[src/rtl/cpu_types_pkg.sv]
// Shared CPU-side types: RAM word, RAM port status and memory arbiter grant states.
package cpu_types_pkg;

  typedef logic [31:0] word_t;

  typedef enum logic [1:0] {
    FREE   = 2'd0,
    BUSY   = 2'd1,
    ACCESS = 2'd2,
    ERROR  = 2'd3
  } ramstate_t;

  typedef enum logic [1:0] {
    ARB_IDLE  = 2'd0,
    ARB_DATA  = 2'd1,
    ARB_INSTR = 2'd2
  } arb_state_t;

endpackage

[src/rtl/mem_arbiter.sv]
// Memory arbiter between the L1 caches and the single RAM port.
// The data side has priority over the instruction side. Two-word blocks stay
// locked to the data side. A saturating starvation counter forces an
// instruction grant after STARVE_MAX data words completed while iREN waited.
//
//   state     | meaning
//   ----------+---------------------------------------------------------------
//   ARB_IDLE  | no grant; pick the next owner (data first unless fetch starved)
//   ARB_DATA  | dcache owns RAM; stays granted after an even word (pair lock)
//   ARB_INSTR | icache owns RAM until its word completes or iREN drops
module mem_arbiter
  import cpu_types_pkg::*;
#(
  parameter int STARVE_MAX = 4
) (
  input  logic      CLK,
  input  logic      nRST,
  input  logic      iREN,
  input  word_t     iaddr,
  output logic      iwait,
  output word_t     iload,
  input  logic      dREN,
  input  logic      dWEN,
  input  word_t     daddr,
  input  word_t     dstore,
  output logic      dwait,
  output word_t     dload,
  output logic      ramREN,
  output logic      ramWEN,
  output word_t     ramaddr,
  output word_t     ramstore,
  input  word_t     ramload,
  input  ramstate_t ramstate,
  output logic      ram_err
);

  localparam int CW = $clog2(STARVE_MAX + 1);

  arb_state_t    state, state_nxt;
  logic [CW-1:0] starve_cnt;
  logic          d_req, ram_acc, d_done, i_done, starved;

  assign d_req   = dREN | dWEN;
  assign ram_acc = (ramstate == ACCESS);
  assign d_done  = (state == ARB_DATA) && d_req && ram_acc;
  assign i_done  = (state == ARB_INSTR) && ram_acc;
  assign starved = iREN && (starve_cnt == CW'(STARVE_MAX));

  // Both caches see the RAM read data directly; wait tells them when it is theirs.
  assign iload = ramload;
  assign dload = ramload;

  // Grant register: the only record of who owns the RAM.
  always_ff @(posedge CLK or negedge nRST) begin
    if (!nRST) state <= ARB_IDLE;
    else       state <= state_nxt;
  end

  // Count data words finished while fetch waits; any idle fetch or served fetch clears it.
  always_ff @(posedge CLK or negedge nRST) begin
    if (!nRST)                                       starve_cnt <= '0;
    else if (!iREN || i_done)                        starve_cnt <= '0;
    else if (d_done && starve_cnt != CW'(STARVE_MAX)) starve_cnt <= starve_cnt + CW'(1);
  end

  // Sticky RAM error flag, only meaningful while someone holds the grant.
  always_ff @(posedge CLK or negedge nRST) begin
    if (!nRST)                                    ram_err <= 1'b0;
    else if (state != ARB_IDLE && ramstate == ERROR) ram_err <= 1'b1;
  end

  // Next grant and RAM/cache handshake outputs for the current owner.
  always_comb begin
    state_nxt = state;
    ramREN    = 1'b0;
    ramWEN    = 1'b0;
    ramaddr   = '0;
    ramstore  = '0;
    iwait     = 1'b1;
    dwait     = 1'b1;
    unique case (state)
      ARB_IDLE: begin
        if (d_req && !starved) state_nxt = ARB_DATA;
        else if (iREN)         state_nxt = ARB_INSTR;
      end
      ARB_DATA: begin
        ramaddr  = daddr;
        ramstore = dstore;
        if (d_req) begin
          ramWEN = dWEN;
          ramREN = dREN & ~dWEN;
          dwait  = ~ram_acc;
          if (ram_acc && daddr[2]) state_nxt = ARB_IDLE;
        end else begin
          state_nxt = ARB_IDLE;
        end
      end
      ARB_INSTR: begin
        ramREN  = iREN;
        ramaddr = iaddr;
        iwait   = ~ram_acc;
        if (ram_acc || !iREN) state_nxt = ARB_IDLE;
      end
      default: state_nxt = ARB_IDLE;
    endcase
  end

endmodule

[config.mk]
export PLATFORM = sky130hd
export DESIGN_NAME = mem_arbiter
export DESIGN_NICKNAME = d
export VERILOG_FILES = /design/src/rtl/cpu_types_pkg.sv /design/src/rtl/mem_arbiter.sv
export SDC_FILE = /design/constraint.sdc
export NUM_CORES = 1
export LEC_CHECK = 0
export ABC_AREA = 1
export ABC_CLOCK_PERIOD_IN_PS = 2200
export CAP_MARGIN = 20
export CELL_PAD_IN_SITES_DETAIL_PLACEMENT = 1
export CELL_PAD_IN_SITES_GLOBAL_PLACEMENT = 1
export CORE_UTILIZATION = 14
export CTS_BUF_LIST = sky130_fd_sc_hd__clkbuf_2 sky130_fd_sc_hd__clkbuf_4 sky130_fd_sc_hd__clkbuf_8
export DETAILED_ROUTE_END_ITERATION = 16
export PLACE_DENSITY_LB_ADDON = 0.1
export SYNTH_ARGS = -nofsm -noshare
export SYNTH_HDL_FRONTEND = slang
export SYNTH_SLANG_ARGS = --single-unit
[constraint.sdc]
create_clock -name CLK -period 2.2 [get_ports CLK]
set_input_delay 0.33 -clock CLK [delete_from_list [all_inputs] [get_ports CLK]]
set_output_delay 0.33 -clock CLK [all_outputs]
set_load 0.03 [all_outputs]
==> load_flow_metrics.sql, run 1 <==
INSERT INTO impl_metrics (metric_group, metric, value, unit) VALUES
('clocking', 'clkSinkCount', '6', ''),
('critical_path', 'worst_path_arrival', '1.76', 'ns'),
('critical_path', 'worst-r2r-cell-count', '8', ''),
('sta', 'hold_viol_final', '0', ''),
('synth', 'synth_seq_cells', '6', ''),
('power_and_ir_drop', 'power.ir.vdd_worst', '0.7202', 'mV'),
('global_routing', 'initial_antenna_violation_count', '1', ''),
('die', 'top_level_ports', '268', ''),
('synth', 'synth_warnings', '0', ''),
('synth', 'synthDominantAreaCellType', 'buf_4', ''),
('die', 'initial_utilization', '14.54', '%'),
('power_and_ir_drop', 'leakagePower', '1.562', 'nW'),
('place', 'hpwl', '6054', 'um'),
('synth', 'ys_top_cells_by_count', '107 x nand2_1, 65 x buf_4, 40 x inv_1', ''),
('synth', 'yosysUniqueCellTypes', '16', ''),
('critical_path', 'critPathCaptureType', 'output port', ''),
('clocking', 'tritoncts.num_buffers', '3', ''),
('critical_path', 'crit_path_start_kind', 'input port', ''),
('synth', 'mapped_area', '1768', 'um2'),
('sta', 'timing.final.setup_violations', '0', ''),
('clocking', 'max-clock-path-buffers', '2', ''),
('sta', 'period_minus_slack', '2.090', 'ns'),
('synth', 'synth_edf_count', '0', ''),
('drt', 'drt_iter0_drc', '56', ''),
('synth', 'post_synth_inst_count', '310', ''),
('synth', 'syn_nets', '452', ''),
('critical_path', 'timing.setup.critical_path_class', 'in2out', ''),
('global_routing', 'grt_pass1_vias', '1959', ''),
('finish', 'layout-drive-gt1-share', '25.36', '%'),
('synth', 'netlist.area_leader.share', '27.60', '%'),
('drt', 'avgRoutedWirePerCell', '12.43', 'um'),
('place', 'finalWeightedCongestion', '0.7048', ''),
('global_routing', 'grt.total_usage', '10.25', '%'),
('drt', 'routed_via_density', '3.619', ''),
('sta', 'finalSetupTns', '0', 'ns'),
('drt', 'drtPass1Iterations', '4', ''),
('sta', 'post-route-period-util', '94.99', '%'),
('clocking', 'clk_root_buffer_cell', 'clkbuf_8', ''),
('finish', 'nets', '558', ''),
('die', 'core_region_area', '12160', 'um2'),
('global_routing', 'grt-ovfl-total', '0', ''),
('place', 'placed_cells', '579', ''),
('drt', 'route.antenna.remaining_nets', '0', ''),
('sta', 'slew_limit_headroom', '78.04', '%'),
('synth', 'synth_area_leaders', 'buf_4 28%, nand2_1 23%, dfrtp_1 8.5%, inv_1 8.5%, a21oi_1 6.8%', ''),
('drt', 'vias', '2106', ''),
('die', 'die_footprint', '13080', 'um2'),
('synth', 'synthArstFlopShare', '100.0', '%'),
('synth', 'synth.avg_cell_area', '5.703', 'um2'),
('die', 'die_height', '114.4', 'um'),
('clocking', 'tritoncts', 'built', ''),
('synth', 'synth.most_common_cell', 'nand2_1', ''),
('finish', 'n_antenna_cell', '0', ''),
('critical_path', 'critical_path_peak_fanout', '4', ''),
('global_routing', 'grt_first_pass_wirelength', '10480', 'um'),
('place', 'dpl_worst_slack', '0.1077', 'ns'),
('clocking', 'cts_post_setup_buffers_inserted', '0', ''),
('worst_hold_path', 'hold_path_class', 'in2async', ''),
('drt', 'detail_route.wirelength', '7232', 'um'),
('power_and_ir_drop', 'p_per_area', '1003', 'nW/um2'),
('drt', 'drc_errors', '0', ''),
('outcome', 'run_status', 'completed', ''),
('sta', 'unrepaired_setup_endpoints_after_global_routing', 'false', ''),
('sta', 'report.final.slew_viol_count', '0', ''),
('sta', 'worst_slew_pin_slew', '0.3284', 'ns'),
('clocking', 'cts_hold_repair.buffers', '0', ''),
('synth', 'synthFlopType', 'dfrtp_1', ''),
('sta', 'layout_setup_ws', '0.1102', 'ns'),
('synth', 'yosysSeqAreaShare', '8.493', '%'),
('clocking', 'clock_latency_reported_for_the_late_side_of_the_worst_skew_pair', '0.22', 'ns'),
('die', 'die_width', '114.4', 'um'),
('die', 'rows', '40', ''),
('sta', 'fin_worst_skew', '0.001572', 'ns'),
('global_routing', 'grt_start_max_net_pins', '47', ''),
('sta', 'clock.fmax', '478.5', 'MHz'),
('clocking', 'htree_levels', '1', ''),
('place', 'placement.io_buffers', '171', ''),
('critical_path', 'worst-endpoint-required', '1.87', 'ns'),
('finish', 'fill_cells', '1512', ''),
('clocking', 'clkTransAtPathRegs', '0.04', 'ns'),
('flow_run', 'drv_cap', '0', ''),
('finish', 'area_growth', '75.09', '%'),
('finish', 'stdcell_count', '582', '');
kinds of logic after synthesis:
group | Yosys count | share of synthesized area, %
AOI/OAI and AO/OA | 35 | 12.24
xor gates and xnor gates | 1 | 0.4955
adders and majority gates | 7 | 4.954
buffers and inverters | 124 | 41.68
DFF | 6 | 8.492
and+or+nand+nor | 137 | 32.13
flip-flops by register name, summed over array words and instances (netlist names):
signal / cells
ram_err: 1
starve_cnt: 3
state: 2
cell type report:
cell class | count | area, um2 | area share (%)
Inverter | 47 | 176.4 | 5.699
Clock buffer | 3 | 41.29 | 1.334
Tap cell | 168 | 210.2 | 6.791
Multi-Input combinational cell | 180 | 883.3 | 28.54
Sequential cell | 6 | 150.1 | 4.850
Timing Repair Buffer | 178 | 1634 | 52.79
worst max-delay path, stage by stage:
cell and delay [ns]:
clkdlybuf4s50_1 0.50, inv_2 0.05, nand2_2 0.07, inv_2 0.05, nand3_1 0.08, clkdlybuf4s50_1 0.68
worst paths after layout:
kind	startpoint	to	slack (ns)
min	nRST	ram_err$_DFFE_PN0P_	0.37
min reg2reg	ram_err$_DFFE_PN0P_	ram_err$_DFFE_PN0P_	0.48
max reg2reg	state[0]$_DFFE_PN0P_	starve_cnt[0]$_DFFE_PN0P_	0.79
max in group asynchronous	nRST	state[0]$_DFFE_PN0P_	1.60
min in group CLK	ram_err$_DFFE_PN0P_	ram_err$_DFFE_PN0P_	0.48
max	ramstate[0]	dwait	0.11
metrics by stage:
stage	total power [mW]	hold WS (ns)	instance area, um2	utilization (%)
after CTS	3.178	0.3757	3089	25.40
after floorplan	2.131	0.03441	1768	-
after global placement	3.001	0.5021	3049	25.07
after global routing	3.355	0.3796	3095	25.45
final	3.104	0.3662	3095	25.45
after detailed placement	3.006	0.4801	3049	25.07
report_power, final:
group | switching, mW | total, mW | internal (mW) | leakage [nW]
Sequential | 0.0204 | 0.151 | 0.131 | 0.0762
Combinational | 1.79 | 2.79 | 1.00 | 1.46
Clock | 0.0457 | 0.163 | 0.117 | 0.0216
Total | 1.85 | 3.10 | 1.25 | 1.56
per-layer routing:
metal  vias to the layer above  routed length [um]  global-route usage (%)  part of all wire, %
met5                         -                  13                       0                 0.18
met4                         2                  28                   1.818                 0.39
met3                         6                 683                   3.070                  9.4
met2                        98                3780                   19.60                   52
met1                       927                2725                   11.14                   38
li1                       1073                   -                       -                    -
cells in the final DEF (no fill, tap or decap):
| master | Yosys | layout |
|---|---|---|
| xor2_1 | 1 | 1 |
| dlymetal6s2s_1 | 0 | 1 |
| clkbuf_8 | 0 | 3 |
| inv_1 | 40 | 40 |
| clkdlybuf4s50_1 | 0 | 105 |
| buf_4 | 65 | 68 |
| nand2_2 | 11 | 11 |
| nor2_4 | 1 | 1 |
| dfrtp_1 | 6 | 6 |
| ha_2 | 0 | 1 |
| a21oi_2 | 10 | 10 |
| nand3_1 | 15 | 15 |
| nor2_1 | 3 | 3 |
| ha_1 | 7 | 6 |
| a31o_2 | 1 | 1 |
| nand2_1 | 107 | 107 |
| inv_2 | 7 | 7 |
| buf_12 | 0 | 2 |
| a21oi_1 | 24 | 24 |
| buf_6 | 2 | 1 |
| dlygate4sd2_1 | 0 | 1 |
what timing repair did:
| action | CTS | global route |
|---|---|---|
| pin swaps | 0 | 0 |
| gates resized for setup | 1 | 2 |
| setup endpoints to repair | 1 | 29 |
No activity file was read; power rests on OpenSTA's default activity.
==> inputs of run 2 (changes only) <==
Settings changed: SETUP_SLACK_MARGIN set to 0.5.
==> run 2 against run 1 <==
  * Die area is the same
  * Worst setup slack gained 0.18 ns
  * Cell area grew 27%
  * Cell count grew 2.7%
  * Core utilization grew 7.0 points
  * Largest power group unchanged
==> load_flow_metrics.sql, run 2 (same netlist as run 1, synthesis figures left out) <==
INSERT INTO impl_metrics (metric_group, metric, value, unit) VALUES
('sta', 'hold_viol_final', '0', ''),
('critical_path', 'reg2reg_setup_slack', '0.60', 'ns'),
('sta', 'report.final.slew_viol_count', '0', ''),
('clocking', 'clkSinkCount', '6', ''),
('place', 'placement.io_buffers', '171', ''),
('die', 'die_height', '114.4', 'um'),
('drt', 'routed_via_density', '3.729', ''),
('critical_path', 'timing.critical_path.mode_cell', 'buf_12', ''),
('drt', 'drtPass1Iterations', '2', ''),
('global_routing', 'grt_start_max_net_pins', '24', ''),
('critical_path', 'timing.setup.critical_path_class', 'reg2out', ''),
('finish', 'layout.cell_area.non_filler', '3943', 'um2'),
('finish', 'n_antenna_cell', '0', ''),
('sta', 'timing.final.setup_violations', '0', ''),
('critical_path', 'worst_path_arrival', '1.58', 'ns'),
('power_and_ir_drop', 'power.ir.vdd_worst', '0.3496', 'mV'),
('finish', 'area_growth', '123.0', '%'),
('critical_path', 'critPathSlowestCell', 'dfrtp_2', ''),
('clocking', 'clock_latency_reported_for_the_late_side_of_the_worst_skew_pair', '0.22', 'ns'),
('global_routing', 'initial_antenna_violation_count', '0', ''),
('critical_path', 'worstPathCellList', 'buf_12 -> ha_4 -> buf_12 -> buf_12 -> buf_6 -> nand2_2 -> inv_2 -> buf_6', ''),
('worst_hold_path', 'hold_path_class', 'in2async', ''),
('power_and_ir_drop', 'leakagePower', '1.869', 'nW'),
('die', 'rows', '40', ''),
('critical_path', 'critical_path.top_delay_family', 'buffers and inverters', ''),
('critical_path', 'worst-endpoint-required', '1.87', 'ns'),
('sta', 'finalSetupTns', '0', 'ns'),
('drt', 'route.antenna.remaining_nets', '0', ''),
('place', 'finalWeightedCongestion', '0.7569', ''),
('finish', 'final_common_cell', 'clkdlybuf4s50_1', ''),
('global_routing', 'grt.total_usage', '11.98', '%'),
('die', 'die_width', '114.4', 'um'),
('clocking', 'tritoncts.num_buffers', '3', ''),
('outcome', 'run_status', 'completed', ''),
('finish', 'biggestRegsByFlops', 'starve_cnt: 3 flops, state: 2 flops, ram_err: 1 flops', ''),
('die', 'initial_utilization', '14.54', '%'),
('sta', 'fin_worst_skew', '0.005838', 'ns'),
('finish', 'number_of_flip_flops_under_the_largest_register_name', '3', ''),
('global_routing', 'grt_pass1_vias', '2170', ''),
('sta', 'worst_slew_pin_slew', '0.3179', 'ns'),
('critical_path', 'max_stage_delay', '0.45', 'ns'),
('place', 'detailed_place.area', '3141', 'um2'),
('clocking', 'clk_root_buffer_cell', 'clkbuf_8', ''),
('sta', 'unrepaired_setup_endpoints_after_global_routing', 'true', ''),
('critical_path', 'worst-r2r-cell-count', '9', ''),
('drt', 'drt_iter0_drc', '23', ''),
('flow_run', 'drv_cap', '0', ''),
('place', 'hpwl', '6027', 'um'),
('die', 'core_region_area', '12160', 'um2'),
('global_routing', 'grt-ovfl-total', '0', ''),
('critical_path', 'r2r_start', 'state[0]$_DFFE_PN0P_', ''),
('sta', 'clock.fmax', '524.4', 'MHz'),
('critical_path', 'crit_path_start_kind', 'flop', ''),
('finish', 'reg_with_most_ffs', 'starve_cnt', ''),
('drt', 'vias', '2230', ''),
('die', 'die_footprint', '13080', 'um2'),
('critical_path', 'critPathCaptureType', 'output port', ''),
('critical_path', 'critical_path_peak_fanout', '5', ''),
('finish', 'mostFrequentLayoutCells', '103 x clkdlybuf4s50_1, 74 x nand2_1, 51 x buf_6, 32 x inv_2, 25 x nand2_4', ''),
('sta', 'post-route-period-util', '86.69', '%'),
('sta', 'period_minus_slack', '1.907', 'ns'),
('critical_path', 'timing.critical_path.buf_inv', '6', ''),
('clocking', 'tritoncts', 'built', ''),
('finish', 'nets', '574', ''),
('drt', 'avgRoutedWirePerCell', '13.86', 'um'),
('global_routing', 'grt_first_pass_wirelength', '12100', 'um'),
('clocking', 'max-clock-path-buffers', '2', ''),
('clocking', 'htree_levels', '1', ''),
('critical_path', 'worstReg2RegEnd', 'state[0]$_DFFE_PN0P_', ''),
('clocking', 'clkTransAtPathRegs', '0.04', 'ns'),
('finish', 'fill_cells', '1439', ''),
('drt', 'detail_route.wirelength', '8288', 'um'),
('drt', 'drc_errors', '0', ''),
('power_and_ir_drop', 'p_per_area', '1181', 'nW/um2'),
('power_and_ir_drop', 'post-layout-total-power', '4.656', 'mW'),
('sta', 'slew_limit_headroom', '78.74', '%'),
('finish', 'layout-drive-gt1-share', '47.91', '%'),
('die', 'top_level_ports', '268', '');
## run 2: cell types whose count changed in the layout (fill, tap and decap cells not counted), moves of 12 or more
cell | before | now
nand2_4 | 0 | 25
a21oi_2 | 10 | 22
inv_1 | 40 | 13
inv_2 | 7 | 32
buf_4 | 68 | 24
nand2_1 | 107 | 74
a21oi_1 | 24 | 9
buf_6 | 1 | 51
## run 2: worst register-to-register path, cell delays in order, from the launching register on
cell     delay, ns
dfrtp_2       0.45
buf_12        0.14
buf_4         0.12
ha_1          0.24
nand2_1       0.10
nand2_1       0.10
nand2_1       0.12
nand3_1       0.10
nand2_1       0.07
nand2_1       0.05
## run 2: worst max path at each step
| stage | cells past startpoint | from | endpoint |
|---|---|---|---|
| finish | 8 | state[0]$_DFFE_PN0P_ | ramstore[23] |
| global route | 7 | state[0]$_DFFE_PN0P_ | ramaddr[20] |
| CTS | 7 | state[0]$_DFFE_PN0P_ | ramaddr[2] |
| floorplan | 6 | state[1]$_DFFE_PN0P_ | ramaddr[24] |
| detailed placement | 6 | ramstate[0] | dwait |
| global placement | 6 | ramstate[0] | dwait |
## run 2: timing repair
action / CTS / global route
endpoints found under the setup margin: 68 / 68
hold buffers: 0 / 0
gates cloned: 6 / 0
gates resized for setup: 262 / 37
buffers inserted: 9 / 2
pin swaps: 31 / 9
## run 2: power by group
part	switching (mW)	internal (mW)
Clock	0.0454	0.117
Sequential	0.0268	0.132
Combinational	2.37	1.96
Total	2.44	2.21
## run 2: cell type report
class | instances | area, um2 | area share, %
repair buffers | 194 | 2123 | 53.86
multi-input cells | 180 | 1235 | 31.32
well taps | 168 | 210.2 | 5.332
inverters | 47 | 181.4 | 4.602
flip-flops and latches | 6 | 151.4 | 3.840
clock buffers | 3 | 41.29 | 1.047
## run 2: per-stage QoR
step	util (%)	hold slack [ns]	cells	setup slack, ns
2_1_floorplan	-	0.03441	310	0.4119
3_3_place_gp	25.82	0.4868	578	0.1373
3_5_place_dp	25.82	0.4701	578	0.1295
4_1_cts	31.42	0.3632	596	0.3019
5_1_grt	32.42	0.3822	598	0.2331
6_report	32.42	0.3610	598	0.2929
## run 2: routing by layer
metal / part of all wire (%) / wire (um) / GRT usage [%]
met2: 53 / 4356 / 22.51
met1: 40 / 3351 / 14.35
met4: 0.69 / 57 / 2.078
met5: 0 / 0 / 0
met3: 6.3 / 522 / 1.959
